`src/rtl/riscv_pkg.sv`:
```
// rtl/riscv_pkg.sv - shared fetch-stage types and constants
package riscv_pkg;

    typedef enum logic [1:0] {
        IDLE = 2'd0,
        REQ  = 2'd1,
        WAIT = 2'd2,
        EXEC = 2'd3
    } fetch_state_t;

    // addi x0, x0, 0
    localparam logic [31:0] NOP_INSTR        = 32'h0000_0013;
    localparam logic [31:0] DEFAULT_RESET_PC = 32'h0000_0000;

endpackage

```
`src/rtl/pc_next.sv`:
```
// rtl/pc_next.sv - combinational next-pc selection for the fetch stage
module pc_next (
    input  logic [31:0] pc,
    input  logic [31:0] target,
    input  logic        jump,
    input  logic        beq_control,
    input  logic        bne_control,
    input  logic        zero,
    output logic [31:0] pc_plus4,
    output logic [31:0] next_pc,
    output logic        taken_misaligned
);

    logic taken;

    // Resolve branch outcome; taken targets are forced word aligned, low bits only flag an error
    always_comb begin
        taken            = jump | (beq_control & zero) | (bne_control & ~zero);
        pc_plus4         = pc + 32'd4;
        next_pc          = taken ? {target[31:2], 2'b00} : pc_plus4;
        taken_misaligned = taken & (target[1:0] != 2'b00);
    end

endmodule

```
`src/rtl/fetch_unit.sv`:
```
// rtl/fetch_unit.sv - instruction fetch stage with handshake memory port
module fetch_unit
    import riscv_pkg::*;
#(
    parameter logic [31:0] RESET_PC = DEFAULT_RESET_PC
) (
    input  logic        clk,
    input  logic        rst_n,
    output logic        imem_req,
    output logic [31:0] imem_addr,
    input  logic        imem_gnt,
    input  logic        imem_rvalid,
    input  logic [31:0] imem_rdata,
    output logic [31:0] instr,
    output logic        instr_valid,
    output logic [31:0] pc,
    output logic [31:0] pc_plus4,
    input  logic        instr_done,
    input  logic        beq_control,
    input  logic        bne_control,
    input  logic        jump,
    input  logic        zero,
    input  logic [31:0] target,
    output logic        misalign,
    output logic [31:0] retired
);

    fetch_state_t state_q;
    fetch_state_t state_d;
    logic         capture;
    logic         retire;
    logic [31:0]  next_pc;
    logic         taken_misaligned;

    pc_next u_pc_next (
        .pc               (pc),
        .target           (target),
        .jump             (jump),
        .beq_control      (beq_control),
        .bne_control      (bne_control),
        .zero             (zero),
        .pc_plus4         (pc_plus4),
        .next_pc          (next_pc),
        .taken_misaligned (taken_misaligned)
    );

    assign imem_addr = pc;

    // State register; reset abandons any outstanding request
    always_ff @(posedge clk or negedge rst_n) begin
        if (!rst_n) begin
            state_q <= IDLE;
        end else begin
            state_q <= state_d;
        end
    end

    // Next-state and handshake decode; rvalid only matters in REQ with gnt, or in WAIT
    always_comb begin
        state_d     = state_q;
        imem_req    = 1'b0;
        instr_valid = 1'b0;
        capture     = 1'b0;
        retire      = 1'b0;
        case (state_q)
            IDLE: begin
                state_d = REQ;
            end
            REQ: begin
                imem_req = 1'b1;
                if (imem_gnt) begin
                    if (imem_rvalid) begin
                        capture = 1'b1;
                        state_d = EXEC;
                    end else begin
                        state_d = WAIT;
                    end
                end
            end
            WAIT: begin
                if (imem_rvalid) begin
                    capture = 1'b1;
                    state_d = EXEC;
                end
            end
            EXEC: begin
                instr_valid = 1'b1;
                if (instr_done) begin
                    retire  = 1'b1;
                    state_d = REQ;
                end
            end
            default: begin
                state_d = IDLE;
            end
        endcase
    end

    // Instruction latch, pc advance, sticky misalign flag and retire counter
    always_ff @(posedge clk or negedge rst_n) begin
        if (!rst_n) begin
            pc       <= RESET_PC;
            instr    <= NOP_INSTR;
            misalign <= 1'b0;
            retired  <= 32'd0;
        end else begin
            if (capture) begin
                instr <= imem_rdata;
            end
            if (retire) begin
                pc      <= next_pc;
                retired <= retired + 32'd1;
                if (taken_misaligned) begin
                    misalign <= 1'b1;
                end
            end
        end
    end

endmodule

```
`config.mk`:
```
export PLATFORM = sky130hd
export DESIGN_NAME = fetch_unit
export DESIGN_NICKNAME = d
export VERILOG_FILES = /design/src/rtl/riscv_pkg.sv /design/src/rtl/pc_next.sv /design/src/rtl/fetch_unit.sv
export SDC_FILE = /design/constraint.sdc
export NUM_CORES = 1
export LEC_CHECK = 0
export CAP_MARGIN = 40
export CORE_MARGIN = 10
export CORE_UTILIZATION = 39
export DETAILED_ROUTE_END_ITERATION = 10
export PLACE_DENSITY = 0.77
export SYNTH_ARGS = -nofsm -noshare
export SYNTH_HDL_FRONTEND = slang
export SYNTH_SLANG_ARGS = --single-unit
```
`constraint.sdc`:
```
create_clock -name clk -period 1.96 [get_ports clk]
set_input_delay 0.392 -clock clk [delete_from_list [all_inputs] [get_ports clk]]
set_output_delay 0.392 -clock clk [all_outputs]
set_load 0.01 [all_outputs]
```
==> Word-level counts from Yosys, hierarchy flattened <==
Index checks and enable logic that the tools add are counted.
{ "word_totals": {"ff_bits": 99, "inputBits": 73, "out_inout_bits": 163, "wordCells": 36} }
{ "op_classes": {"n_addsub": 2, "eq_ne": 6, "muxes": 13, "n_bitwise": 6, "n_reduce_logical": 4} }
{ "ops": {"columns": ["op", "count"], "rows": [
  ["adder 32 x 1 -> 32 bit, second input constant", 1],
  ["adder 32 x 3 -> 32 bit, second input constant", 1],
  ["2-to-1 mux 32 bit", 1],
  ["case mux 2 bit (4 select lines)", 1],
  ["2-to-1 mux 1 bit", 7],
  ["2-to-1 mux 2 bit", 3],
  ["inequality test 2 bit, second input constant", 3],
  ["equality test 2 bit, second input constant", 2],
  ["AND 1 bit", 3],
  ["AND reduction 3 bit", 1],
  ["equality test 2 x 1 -> 1 bit, second input constant", 1],
  ["logical NOT 2 bit", 1],
  ["OR 1 bit", 2],
  ["case mux 1 bit (2 select lines)", 1],
  ["AND reduction 2 bit", 1],
  ["nonzero test 2 bit", 1],
  ["inverter 1 bit", 1]
]} }

==> Longest topological paths before layout <==
Gate-level depths: netlist (run 1).
{ "logic_depth": {"ltp_word": 5, "mapped_depth": 6, "ltp_nobuf": 5} }

==> By module <==
From an unflattened synthesis (run 1), not the netlist that was laid out.
{ "hier_totals": {"hier_cells": 494, "hier_area_um2": 5447.7} }
{ "by_module_without_submodules": {"columns": ["module", "n_inst", "cells_each", "area_per_inst_um2", "seq_area_each_um2"], "rows": [
  ["fetch_unit", 1, 314, 4292.9, 2481.1],
  ["pc_next", 1, 180, 1154.9, 0.0]
]} }

==> Worst setup path before layout (run 1) <==
Ideal clock, no wire load.
{ "synth_path": {"kind": "register to output", "start": "register pc[2] (netlist: imem_addr[2])", "end": "output pc_plus4[20]", "arrival_ns": 1.951, "required_time_ns": 1.568, "path_slack_ns": -0.383, "path_stages_with_launch": 6, "path_buffers": 0, "path_cell_list": "dfrtp_1 > ha_1 > nand3_1 > nor4_1 > nand3_1 > xnor2_1"} }
{ "synth_via": {"elab_chain_cells": 1} }
{ "synth_rtl": {"columns": ["item", "line", "source"], "rows": [
  ["start, declared", "fetch_unit.sv:16", "output logic [31:0] pc,"],
  ["start signal, assigned", "fetch_unit.sv:111", "pc <= next_pc;"],
  ["adder 32 x 3 -> 32 bit", "pc_next.sv:19", "pc_plus4 = pc + 32'd4;"],
  ["end, declared", "fetch_unit.sv:17", "output logic [31:0] pc_plus4,"]
]} }
Every way passes these cells.

==> Worst setup path in the final report (run 1) <==
{ "layout_path": {"start": "register pc[3] (netlist: imem_addr[3])", "end": "output pc_plus4[31]"} }
The elaborated chain is that of the path after synthesis.

==> results_dict.tcl, run 1 <==
set metrics [dict create \
    worstHoldStart "retired[31]" \
    finClkSkew_ns 0.008586 \
    cp_top_family "simple AND/OR/NAND/NOR gates" \
    intPower_mw 8.192 \
    synth.distinct_cells 54 \
    synth_edf_count 0 \
    gp_congestion 0.8646 \
    status "finished, violations left" \
    worstHoldPathCells 1 \
    critical-path-slowest-cell "dfrtp_2" \
    clock_sinks 97 \
    instances_no_fill 1081 \
    period_minus_slack_ns 2.404 \
    die_h_um 139.4 \
    nFillCells 980 \
    nets 974 \
    rsz0062_at_grt "true" \
    cts.clk_slew.worst_paths_ns 0.07 \
    grt_pass1_wl_um 32860 \
    ys_warn_count 0 \
    htreeDepth 3 \
    cp.arrival_ns 2.01 \
    first_pass_iters 5 \
    final_area_um2 9869 \
    maxSlewHeadroom 0.6361 \
    finalWirelength_um 21680 \
    drc 0 \
    leakage_nw 4.313 \
    ir_drop_uv 684.3 \
    yosysTopAreaCellShare 0.4230 \
    swShare 0.3892 \
    tritoncts "done" \
    globalRouteOverflowTotal 0 \
    cts_root_buf "clkbuf_16" \
    drt_iter0_markers 385 \
    synthCells 557 \
    crit_required_ns 1.57 \
    clock_latency_ns 0.35 \
    final_common_cell "clkdlybuf4s50_1" \
    violations "negative setup slack" \
    syn_to_final_growth_pct 77.50 \
    vias 5801 \
    dieArea_um2 19430 \
    critPathCaptureType "primary output" \
    cts_buffers 9 \
    synth_area_um2 5560 \
    wl_per_cell_um 20.06 \
    drive_gt1_frac 0.3618 \
    track_usage 0.2043 \
    worst_pin_slew_ns 0.5385 \
    reg2reg_depth 7 \
    fin_crit_sh 1.227 \
    ys_ff_latch 97 \
    worstHoldEndpoint "retired[31]" \
    avgSynthCellArea_um2 9.983 \
    cp-start-kind "register" \
    crit_type "register to primary output" \
    cap_violations 0 \
    core-area_um2 13930 \
    pre_cts_slack_ns -0.4931 \
    seq_power_share 0.248 \
    numPlacedInstances 1007 \
    ys_seq_area_frac 0.4372 \
    finalSetupViolations 29 \
    hold_path_class "register to register" \
    fmax_mhz 415.9 \
    reg2reg_slack_ns -0.03 \
    vias_per_cell 5.366 \
    reg2reg_to "imem_addr[13]" \
    final_cell_mix "clkdlybuf4s50_1, buf_4, dfrtp_1" \
    synthTopCellsByArea "dfrtp_1, xnor2_1, mux2_2" \
    crit_path_cell_trace "buf_6, nand4_4, nor4_4, buf_6, and2_4, xnor2_2, buf_2" \
    hpwlAfterDp_um 15290 \
    die_x_um 139.4 \
    placementRows 43 \
    r2r-start "imem_addr[3]" \
    p_comb_frac 0.624 \
    final_util 0.7083 \
    num_io_pins 236 \
    placed_area_um2 8638 \
    start_util 0.3990 \
    setup_ws_ns -0.4442 \
    max_stage_delay_ns 0.40 \
    drv_slew 0 \
    detail-route-antenna-nets 0 \
    cp_max_fo 5 \
    grt_pass1_vias 5996 \
    clockPowerShare 0.128 \
    async_flop_share 1.000 \
    ys.flop_type "dfrtp_1" \
    ctsLongestPathBuffers 2 \
    hold_violations 0 \
    antennaDiodeCount 0 \
    path_buf_inv 3 \
    grt_max_degree 44 \
    synth_top_cell_by_area "dfrtp_1" \
    cpMostUsedCell "buf_6" \
    p_per_area_nw_per_um2 1359 \
    p_switching_mw 5.220 \
    grt_antenna_before_repair 0 \
    portBuffers 229 \
]
-- worst max path at each step --
| stage | to | start | slack (ns) | depth (start not counted) |
|---|---|---|---|---|
| 6_report | pc_plus4[31] | imem_addr[3] | -0.44 | 7 |
| 5_1_grt | pc_plus4[20] | imem_addr[17] | -0.52 | 8 |
| 4_1_cts | pc_plus4[20] | imem_addr[3] | -0.44 | 8 |
| 3_5_place_dp | pc_plus4[26] | imem_addr[2] | -0.49 | 6 |
| 3_3_place_gp | pc_plus4[28] | imem_addr[2] | -0.45 | 6 |
| 2_1_floorplan | pc_plus4[30] | imem_addr[10] | -0.06 | 5 |
-- per-stage QoR --
step                power (mW)  hold WS [ns]  setup TNS [ns]
finish                   13.41        0.4716          -9.082
global route             14.16        0.4910          -11.18
CTS                      12.90        0.4766          -7.415
detailed placement       10.91        0.3337          -19.82
global placement         10.71        0.3220          -18.22
floorplan                6.849       0.09641         -0.3481
-- cell usage after synthesis, drive strengths merged, types with 2 or more instances --
master	count
dfrtp	94
xnor2	51
buf	47
nand2	41
mux2	33
nand3	32
nand4	29
clkbuf	25
o211ai	18
a2bb2oi	16
inv	16
nor3	16
o21ai	15
nor2	12
a21oi	10
nor4	10
or3	10
and4	9
xor2	8
and3	7
a22oi	6
o2bb2ai	6
ha	5
mux2i	4
or2	4
or4	4
a211oi	3
and2	3
dfstp	3
a311o	2
o22ai	2
-- layer usage --
layer / wire length, um / vias to the layer above / GRT usage / share of wire
li1: - / 2664 / - / -
met1: 8326 / 2880 / 0.2260 / 0.38
met2: 11450 / 223 / 0.3725 / 0.53
met3: 1522 / 34 / 0.05342 / 0.070
met4: 382 / 0 / 0.06205 / 0.018
met5: 0 / - / 0 / 0
-- kinds of logic after synthesis --
| kind of cell | synth area share |
|---|---|
| xor gates and xnor gates | 0.09294 |
| adders and majority gates | 0.01125 |
| AOI/OAI and AO/OA | 0.1114 |
| DFF | 0.4372 |
| buffers and inverters | 0.08551 |
| muxes | 0.07403 |
| and+or+nand+nor | 0.1870 |
| other | 0.0006744 |
-- power groups by stage --
stage / clock, mW / sequential (mW) / combinational, mW
floorplan: 0 / 3.75 / 3.10
global placement: 0 / 3.28 / 7.43
detailed placement: 0 / 3.34 / 7.57
CTS: 1.75 / 3.31 / 7.85
global route: 1.82 / 3.42 / 8.92
finish: 1.72 / 3.32 / 8.37
-- cell type report --
type,count,area [um2],area share
clock inverter,5,36.28,0.003676
sequential,97,2441,0.2473
tap,180,225.2,0.02282
inverter,16,60.06,0.006085
clock buffer,11,242.7,0.02459
multi-input combinational,377,3243,0.3286
timing repair buffer,395,3621,0.3669
-- repair_timing --
action | 4_1_cts | 5_1_grt
endpoints found under the hold margin | 26 | 0
pin swaps | 32 | 34
resized for setup | 186 | 68
buffers inserted | 45 | 36
endpoints found under the setup margin | 42 | 55
hold buffers | 1 | 0
gates cloned | 1 | 1
-- worst reg2reg max path: cells and delay by family (launching register included) --
kind	cells	cell delay (ns)
flip-flops	1	0.40
buffers and inverters	3	0.42
AND/OR/NAND/NOR	4	1.06
-- registers in the layout, indices dropped and copies added (netlist names) --
| name | flops |
|---|---|
| instr | 32 |
| state_q | 2 |
| imem_addr | 30 |
| retired | 32 |
| misalign | 1 |
No activity file was read; power rests on OpenSTA's default activity.
==> run 2, diff against run 1 <==
CORE_UTILIZATION = 40   (was 39)
CTS_BUF_LIST = sky130_fd_sc_hd__clkbuf_2 sky130_fd_sc_hd__clkbuf_4 sky130_fd_sc_hd__clkbuf_8   (was not set)
HOLD_SLACK_MARGIN = 0.06   (was not set)
PLACE_DENSITY = 0.79   (was 0.77)
SKIP_LAST_GASP = 1   (was not set)
==> run 2 against run 1 <==
Effect of this change:
- global-route usage increased by 0.49 points
- routed wire length increased by 1.1%
- final cell count increased by 0.28%
- the run still ends with negative setup slack left
- critical path depth increased by 1
- fmax decreased by 2.1%
- total power decreased by 1.8%
- sequential power about the same
- sequential cell count unchanged
==> results_dict.tcl, run 2 (synthesized netlist as in run 1, its figures left out) <==
set metrics [dict create \
    ctsLongestPathBuffers 2 \
    reg2reg_depth 7 \
    grt_pass1_wl_um 31660 \
    cts.clk_slew.worst_paths_ns 0.10 \
    critPathLaunch "imem_addr[2]" \
    final_common_cell "clkdlybuf4s50_1" \
    clock_latency_ns 0.37 \
    leakage_nw 4.388 \
    hold_path_class "input pin to async pin" \
    start_util 0.4037 \
    tritoncts "done" \
    violations "negative setup slack" \
    busiest_layer "met2" \
    die_h_um 137.9 \
    fin_crit_sh 1.253 \
    cts_buffers 9 \
    final_cell_mix "clkdlybuf4s50_1, buf_4, dfrtp_1" \
    antennaDiodeCount 0 \
    reg2reg_slack_ns -0.14 \
    die_x_um 137.9 \
    placed_area_um2 8648 \
    placementRows 43 \
    drv_slew 0 \
    drive_gt1_frac 0.3606 \
    detail-route-antenna-nets 0 \
    gp_congestion 0.9496 \
    status "finished, violations left" \
    clockPowerShare 0.105 \
    use_met3 0.04783 \
    critPathCaptureType "primary output" \
    reg2reg_to "imem_addr[13]" \
    first_pass_iters 6 \
    finClkSkew_ns 0.01698 \
    cp.arrival_ns 2.06 \
    met1_usage 0.2377 \
    fmax_mhz 407.3 \
    vias 5877 \
    cp-start-kind "register" \
    whs_ns 0.3947 \
    final_util 0.7095 \
    syn_to_final_growth_pct 75.74 \
    cp_max_fo 5 \
    finalPower_mw 13.17 \
    seq_power_share 0.253 \
    worst_pin_slew_ns 0.5430 \
    grt_max_degree 57 \
    rsz0062_at_grt "true" \
    nets 977 \
    htreeDepth 3 \
    p_comb_frac 0.642 \
    r2r-start "imem_addr[2]" \
    maxSlewHeadroom 0.6331 \
    period_minus_slack_ns 2.455 \
    crit_required_ns 1.57 \
    finalWirelength_um 21930 \
    core-area_um2 13770 \
    ir_drop_uv 677.0 \
    track_usage 0.2092 \
    setup_ws_ns -0.4949 \
    finalSetupTns_ns -9.333 \
    num_io_pins 236 \
    use_met2 0.3724 \
    cts_root_buf "clkbuf_8" \
    globalRouteOverflowTotal 0 \
    dieArea_um2 19020 \
    hold_violations 0 \
    wl_per_cell_um 20.23 \
    crit_type "register to primary output" \
    vias_per_cell 5.422 \
    intPower_mw 7.949 \
    drt_iter0_markers 444 \
    hpwlAfterDp_um 15450 \
    final_area_um2 9772 \
    finalSetupViolations 29 \
    p_per_area_nw_per_um2 1347 \
    drc 0 \
    grt_pass1_vias 5928 \
    clock_sinks 97 \
    grt_antenna_before_repair 0 \
    cap_violations 0 \
    swShare 0.3962 \
    p_switching_mw 5.217 \
    portBuffers 229 \
]
run 2: cell types whose count changed in the layout (fill, tap and decap cells not counted), sizes merged:
cell and delta:
buf +7, bufinv +1, clkbuf -1, clkdlybuf4s15 -3, clkdlybuf4s50 -17, clkinv -1, dlymetal6s2s +17
run 2: per-layer routing:
layer	wire [um]	share of wire
met5	0	0
met3	1757	0.080
met2	11340	0.52
met1	8195	0.37
met4	640	0.029
run 2: cell type report:
| cell class | count | area [um2] |
|---|---|---|
| multi-input combinational | 377 | 3187 |
| clock buffer | 11 | 145.1 |
| clock inverter | 5 | 61.31 |
| inverter | 16 | 60.06 |
| sequential | 97 | 2441 |
| tap | 180 | 225.2 |
| timing repair buffer | 398 | 3652 |
| fill | 973 | 4001 |
run 2: critical path, cell delays in order, from the launching register on:
cell and delay [ns]:
dfrtp_2 0.43, ha_4 0.16, nand3_2 0.06, buf_6 0.14, nor4_4 0.32, buf_4 0.18, nand3_4 0.08, xnor2_1 0.16
buf_2 0.15
run 2: repair_timing:
action | 4_1_cts | 5_1_grt
pin swaps | 25 | 25
hold buffers | 1 | 0
setup endpoints to repair | 38 | 59
setup buffers | 33 | 27
gates resized for setup | 198 | 67
endpoints found under the hold margin | 4 | 0
run 2: worst max-delay path by stage:
stage                        end  cells after the start  slack [ns]
floorplan           pc_plus4[30]                      5       -0.06
global placement    pc_plus4[28]                      6       -0.42
detailed placement  imem_addr[2]                      5       -0.47
CTS                 pc_plus4[20]                      8       -0.45
global route        pc_plus4[20]                      8       -0.56
finish              pc_plus4[20]                      8       -0.49
run 2: power by group through the flow:
stage          clock [mW]  combinational [mW]  sequential (mW)
5_1_grt              1.51                8.99             3.42
3_5_place_dp            0                7.63             3.33
4_1_cts              1.41                8.01             3.30
3_3_place_gp            0                7.48             3.26
2_1_floorplan           0                3.10             3.75
6_report             1.39                8.45             3.33
run 2: per-stage QoR:
step | instances | setup WS, ns
final | 1084 | -0.4949
after global placement | 1010 | -0.4163
after CTS | 1059 | -0.4539
after global routing | 1084 | -0.5628
after floorplan | 562 | -0.05665
after detailed placement | 1010 | -0.4674
==> run 3, diff against run 2 <==
CTS_CLUSTER_SIZE = 28   (was not set)
==> results of run 3 <==
Same layout as run 2: the final DEF is identical, and so are final timing and power.
